## config.mk

```make
export PLATFORM = sky130hd
export DESIGN_NAME = sobel_grad_pipe
export DESIGN_NICKNAME = d
export VERILOG_FILES = /design/src/rtl/sobel_grad_pipe.sv
export SDC_FILE = /design/constraint.sdc
export NUM_CORES = 2
export LEC_CHECK = 0
export BUFFER_PORTS_ARGS = -buffer_cell sky130_fd_sc_hd__buf_2
export CORE_MARGIN = 5
export CORE_UTILIZATION = 50
export CTS_CLUSTER_DIAMETER = 60
export DETAILED_ROUTE_END_ITERATION = 12
export PLACE_DENSITY = 0.67
export SYNTH_ARGS = -nofsm -noshare
export SYNTH_HDL_FRONTEND = slang
export SYNTH_SLANG_ARGS = --single-unit
```

## constraint.sdc

```tcl
create_clock -name clk -period 17.5 [get_ports clk]
set_input_delay 5.25 -clock clk [delete_from_list [all_inputs] [get_ports clk]]
set_output_delay 5.25 -clock clk [all_outputs]
set_load 0.1 [all_outputs]
```

## src/rtl/sobel_grad_pipe.sv

```systemverilog
// 3x3 Sobel gradient pipeline: luma -> Gx/Gy -> selectable magnitude or edge bit, plus edge counter.
// Latency 3 cycles; all stages stall together when the output holds a beat the sink has not taken.
module sobel_grad_pipe #(
  parameter int CH_W    = 8,
  parameter int GRAY_IN = 0,
  parameter int USER_W  = 2,
  parameter int CNT_W   = 24,
  localparam int PIX_W  = 3*CH_W,
  localparam int LUM_W  = CH_W+4,
  localparam int G_W    = LUM_W+3,
  localparam int OUT_W  = 2*(LUM_W+2)+1
) (
  input  logic               clk,
  input  logic               reset,
  input  logic [9*PIX_W-1:0] win_i,
  input  logic [USER_W-1:0]  user_i,
  input  logic [1:0]         mode_i,
  input  logic [G_W-1:0]     thresh_i,
  input  logic               in_valid,
  output logic               in_ready,
  output logic [OUT_W-1:0]   data_o,
  output logic [USER_W-1:0]  user_o,
  output logic               out_valid,
  input  logic               out_ready,
  input  logic               clr_count_i,
  output logic [CNT_W-1:0]   edge_count_o
);

  localparam logic [1:0] MODE_SQ   = 2'd0;
  localparam logic [1:0] MODE_L1   = 2'd1;
  localparam logic [1:0] MODE_EDGE = 2'd2;

  function automatic logic [LUM_W-1:0] lum_of(input logic [PIX_W-1:0] pix);
    logic [LUM_W-1:0] r, g, b;
    r = {{(LUM_W-CH_W){1'b0}}, pix[3*CH_W-1 -: CH_W]};
    g = {{(LUM_W-CH_W){1'b0}}, pix[2*CH_W-1 -: CH_W]};
    b = {{(LUM_W-CH_W){1'b0}}, pix[CH_W-1:0]};
    if (GRAY_IN != 0)
      return {pix[CH_W-1:0], 4'b0000};
    else
      return (r << 2) + r + (g << 3) + g + (b << 1);
  endfunction

  function automatic logic [G_W-1:0] ext(input logic [LUM_W-1:0] y);
    return {{(G_W-LUM_W){1'b0}}, y};
  endfunction

  logic advance;
  assign advance  = !out_valid | out_ready;
  assign in_ready = advance;

  // The centre pixel has zero weight in both kernels, so only eight lumas are kept:
  // slot j holds window position j for j<4 and position j+1 for j>=4.
  logic [LUM_W-1:0] lum_n [8];
  logic             centre_unused;
  assign centre_unused = ^win_i[4*PIX_W +: PIX_W];

  always_comb begin
    for (int j = 0; j < 8; j++) begin
      lum_n[j] = lum_of(win_i[((j < 4) ? j : j+1)*PIX_W +: PIX_W]);
    end
  end

  logic              v1;
  logic [LUM_W-1:0]  y1 [8];
  logic [1:0]        m1;
  logic [G_W-1:0]    t1;
  logic [USER_W-1:0] u1;

  always_ff @(posedge clk) begin
    if (!reset) begin
      v1 <= 1'b0;
      m1 <= '0;
      t1 <= '0;
      u1 <= '0;
      for (int j = 0; j < 8; j++) y1[j] <= '0;
    end else if (advance) begin
      v1 <= in_valid;
      m1 <= mode_i;
      t1 <= thresh_i;
      u1 <= user_i;
      for (int j = 0; j < 8; j++) y1[j] <= lum_n[j];
    end
  end

  // Gradients are held as two's complement bit patterns; the range fits G_W exactly.
  logic [G_W-1:0] gx_n, gy_n;
  assign gx_n = (ext(y1[2]) + (ext(y1[4]) << 1) + ext(y1[7]))
              - (ext(y1[0]) + (ext(y1[3]) << 1) + ext(y1[5]));
  assign gy_n = (ext(y1[5]) + (ext(y1[6]) << 1) + ext(y1[7]))
              - (ext(y1[0]) + (ext(y1[1]) << 1) + ext(y1[2]));

  logic              v2;
  logic [G_W-1:0]    gx2, gy2;
  logic [1:0]        m2;
  logic [G_W-1:0]    t2;
  logic [USER_W-1:0] u2;

  always_ff @(posedge clk) begin
    if (!reset) begin
      v2  <= 1'b0;
      gx2 <= '0;
      gy2 <= '0;
      m2  <= '0;
      t2  <= '0;
      u2  <= '0;
    end else if (advance) begin
      v2  <= v1;
      gx2 <= gx_n;
      gy2 <= gy_n;
      m2  <= m1;
      t2  <= t1;
      u2  <= u1;
    end
  end

  logic [G_W-1:0]   ax, ay, l1;
  logic [OUT_W-1:0] axw, ayw, sqx, sqy, res_n;

  always_comb begin
    ax  = gx2[G_W-1] ? -gx2 : gx2;
    ay  = gy2[G_W-1] ? -gy2 : gy2;
    l1  = ax + ay;
    axw = {{(OUT_W-G_W){1'b0}}, ax};
    ayw = {{(OUT_W-G_W){1'b0}}, ay};
    sqx = axw * axw;
    sqy = ayw * ayw;
    res_n = sqx;
    case (m2)
      MODE_SQ:   res_n = sqx + sqy;
      MODE_L1:   res_n = {{(OUT_W-G_W){1'b0}}, l1};
      MODE_EDGE: res_n = {{(OUT_W-1){1'b0}}, (l1 >= t2)};
      default:   res_n = sqx;
    endcase
  end

  logic [1:0] m3;

  always_ff @(posedge clk) begin
    if (!reset) begin
      out_valid <= 1'b0;
      data_o    <= '0;
      user_o    <= '0;
      m3        <= '0;
    end else if (advance) begin
      out_valid <= v2;
      data_o    <= res_n;
      user_o    <= u2;
      m3        <= m2;
    end
  end

  logic edge_hit;
  assign edge_hit = out_valid & out_ready & (m3 == MODE_EDGE) & data_o[0];

  // Clear has priority, so a beat handed over in the clearing cycle is not counted.
  always_ff @(posedge clk) begin
    if (!reset) begin
      edge_count_o <= '0;
    end else if (clr_count_i) begin
      edge_count_o <= '0;
    end else if (edge_hit && (edge_count_o != {CNT_W{1'b1}})) begin
      edge_count_o <= edge_count_o + CNT_W'(1);
    end
  end

endmodule

```

==> summary.txt <==
Routing
  – Number of nets with antenna violations after detailed routing: 0
  – 1st-iter DRT viols: 1344
  – Number of vias in the routed layout: 22530
  – Number of iterations in the first detailed-routing pass: 7
  – Routed WL per cell: 17.17 µm
  – Final wirelength: 75330 µm
  – Remaining routing DRC violations: 0
  – Mean number of vias per cell: 5.137

CTS
  – Number of buffers on the longest clock path: 3
  – Setup bufs post-CTS: 0
  – PostCTS Resize Cnt: 0
  – Clock-pin slew on the worst setup and hold paths: 0.06 ns
  – Cell chosen for the clock root: sky130_fd_sc_hd__clkbuf_16
  – Clock Sinks: 224
  – Worst-Skew Late Latency: 0.60 ns
  – CTS tree: built
  – Post-CTS Hold Buffers: 0
  – CTS HTree Levels: 1
  – Number of buffers added by the clock tree synthesis step: 28

Synthesis
  – Prevailing post-synth register cell: sky130_fd_sc_hd__dfxtp_1
  – Netlist Area Pre-Place: 0.03190 mm²
  – Synthesized instance count: 3242
  – Area leader, netlist: sky130_fd_sc_hd__fa_1
  – Yosys warns: 0
  – Count of flip-flops with a built-in enable after synthesis: 96
  – Sequential fraction of the synthesis area: 17.07%
  – Distinct cell type count after synthesis: 81
  – Post-Syn Area per Cell: 9.838 µm²
  – Most area-consuming cells after synthesis: sky130_fd_sc_hd__fa_1, sky130_fd_sc_hd__ha_1, sky130_fd_sc_hd__edfxtp_1
  – Register bit total from synthesis: 224
  – Async S/R FF share, synth: 0%
  – Area fraction of the dominant cell type after synthesis: 35.40%

Setup path
  – Launching element type of the critical path: flop
  – Required time at the endpoint of the critical path: 17.94 ns
  – Type of element capturing the critical path: flop
  – Highest net fanout along the worst path: 12
  – Most prevalent standard cell on the critical path: sky130_fd_sc_hd__fa_1
  – Critical path data arrival time: 12.34 ns
  – Delay of the slowest cell on the worst path: 0.73 ns
  – Category of the most critical setup path: reg -> reg
  – Slowest library cell on the worst path: sky130_fd_sc_hd__dfxtp_1

Global routing
  – Maximum number of pins on one net before global-route repair: 134
  – Number of global-route vias before repair: 23790
  – Global routing usage summed across all routing layers: 21.97%
  – Initial antenna violation count: 1
  – First-pass GRT wire length: 123800 µm
  – GRT overflow: 0

Job
  – MaxCap Viol Count: 0

Placement
  – HPWL Detailed: 64690 µm
  – RePlAce Congestion: 0.8927
  – Count of input and output buffers: 272

Outcome
  – Result of the run: finished, final reports clean

Hold path
  – Hold Path Class: reg -> reg

Timing
  – Total negative slack: 0 ns
  – Min Tclk post-route: 11.90 ns
  – Final Max Slew Viols: 0
  – Worst-case clock skew: 0.04753 ns
  – Hold violation total from the final report: 0
  – Measured slew at the worst slew-check pin: 1.033 ns
  – Total of endpoints with negative setup slack in the final report: 0
  – Headroom to the max-slew limit: 30.90%
  – Timing-limited maximum frequency: 0.08400 GHz
  – RSZ-0062 raised after global routing: false
  – Period Utilization, post-route: 68.02%

Final layout
  – Final-layout fill cell count: 5696
  – Count of antenna diodes in the layout: 0
  – Area growth, synth to finish: 10.51%
  – Area taken by multi-input logic gates: 0.02381 mm²
  – Nets@finish: 4683
  – Commonest non-fill, non-tap cell in the layout: sky130_fd_sc_hd__inv_1
  – Layout cell share with drive strength beyond 1: 10.84%
  – Commonest cells after routing, fill and taps aside: sky130_fd_sc_hd__inv_1, sky130_fd_sc_hd__fa_1, sky130_fd_sc_hd__ha_1
  – Register cell area after layout: 0.005445 mm²

Die
  – DIE WIDTH: 262.6 µm
  – Height of the die: 262.6 µm
  – Core Footprint: 0.06308 mm²
  – Die Outline Area: 0.06894 mm²
  – Effective utilization at floorplan: 50.56%
  – Top Ports: 297
  – Std cell rows: 92
[routing by layer]
| metal | vias up | track usage [%] | part of all wire (%) |
|---|---|---|---|
| met5 | - | 0 | 0.017 |
| met4 | 2 | 5.752 | 3.1 |
| met3 | 136 | 2.631 | 4.5 |
| met2 | 495 | 39.07 | 50 |
| met1 | 11020 | 28.69 | 42 |
| li1 | 10880 | - | - |
[synthesized netlist by cell type (37+ instances only)]
| library cell | n |
|---|---|
| sky130_fd_sc_hd__ha_1 | 357 |
| sky130_fd_sc_hd__and3_1 | 37 |
| sky130_fd_sc_hd__nor2_1 | 209 |
| sky130_fd_sc_hd__nor3_1 | 38 |
| sky130_fd_sc_hd__edfxtp_1 | 96 |
| sky130_fd_sc_hd__a21boi_0 | 67 |
| sky130_fd_sc_hd__fa_1 | 564 |
| sky130_fd_sc_hd__nand2_1 | 275 |
| sky130_fd_sc_hd__inv_1 | 636 |
| sky130_fd_sc_hd__a21oi_1 | 121 |
| sky130_fd_sc_hd__a21o_1 | 44 |
| sky130_fd_sc_hd__o21ai_0 | 111 |
| sky130_fd_sc_hd__dfxtp_1 | 128 |
| sky130_fd_sc_hd__clkbuf_1 | 67 |
| sky130_fd_sc_hd__xor2_1 | 68 |
| sky130_fd_sc_hd__xnor2_1 | 96 |
[worst paths after layout]
kind | from | end | slack (ns) | cells after the start
setup / recovery | gx2[0] | data_o[28] | 5.60 | 37
hold / removal | data_o[14] | data_o[14] | 0.45 | 1
setup reg to reg | gx2[0] | data_o[28] | 5.60 | 37
hold reg to reg | data_o[14] | data_o[14] | 0.45 | 1
[layout make-up]
| class | count | area share [%] |
|---|---|---|
| Multi-Input combinational cell | 2313 | 67.56 |
| Sequential cell | 224 | 15.45 |
| Inverter | 650 | 6.932 |
| Timing Repair Buffer | 305 | 4.607 |
| Tap cell | 846 | 3.003 |
| Clock buffer | 29 | 1.998 |
| Clock inverter | 20 | 0.4544 |
[stage by stage]
step	area, µm²	utilization, %	worst slack (ns)	cells	hold WS, ns
5_1_grt	35250	55.88	4.844	4387	0.4708
4_1_cts	35250	55.88	5.604	4387	0.4576
2_1_floorplan	31960	-	5.571	3260	0.4364
6_report	35250	55.88	5.596	4387	0.4523
3_3_place_gp	34380	54.51	5.846	4338	0.4335
3_5_place_dp	34380	54.51	5.671	4338	0.4455
[cell families (layout without fill, tap and decap cells)]
| logic type | Yosys count | count (layout) | share of synthesized area [%] |
|---|---|---|---|
| and+or+nand+nor | 728 | 728 | 10.51 |
| buffers and inverters | 723 | 1004 | 8.512 |
| adders and majority gates | 921 | 921 | 49.40 |
| AOI/OAI and AO/OA | 473 | 473 | 9.752 |
| xor gates and xnor gates | 164 | 164 | 4.503 |
| other | 2 | 20 | 0.02355 |
| muxes | 7 | 7 | 0.2236 |
| DFF | 224 | 224 | 17.07 |
[sequential cells by signal, summed over array words and instances (netlist names)]
name          count
edge_count_o     24
m1                2
user_o            2
m3                2
m2                2
gx2              15
v1                1
data_o           29
u2                2
out_valid         1
t1               15
u1                2
v2                1
t2               15
gy2              15
y1               96
[worst max-delay path, delay by kind of cell (launching register included)]
| kind | cells | cell delay [ns] |
|---|---|---|
| AO/OA/AOI/OAI | 10 | 2.60 |
| XOR/XNOR | 1 | 0.47 |
| AND/OR/NAND/NOR | 4 | 0.49 |
| flip-flops | 1 | 0.73 |
| buffers and inverters | 8 | 1.38 |
| multiplexers | 2 | 0.49 |
| adder cells (fa/ha/maj) | 12 | 5.54 |
Power is not shown: default switching activity piles up to over one toggle a cycle in this logic, so the estimate is an artifact.
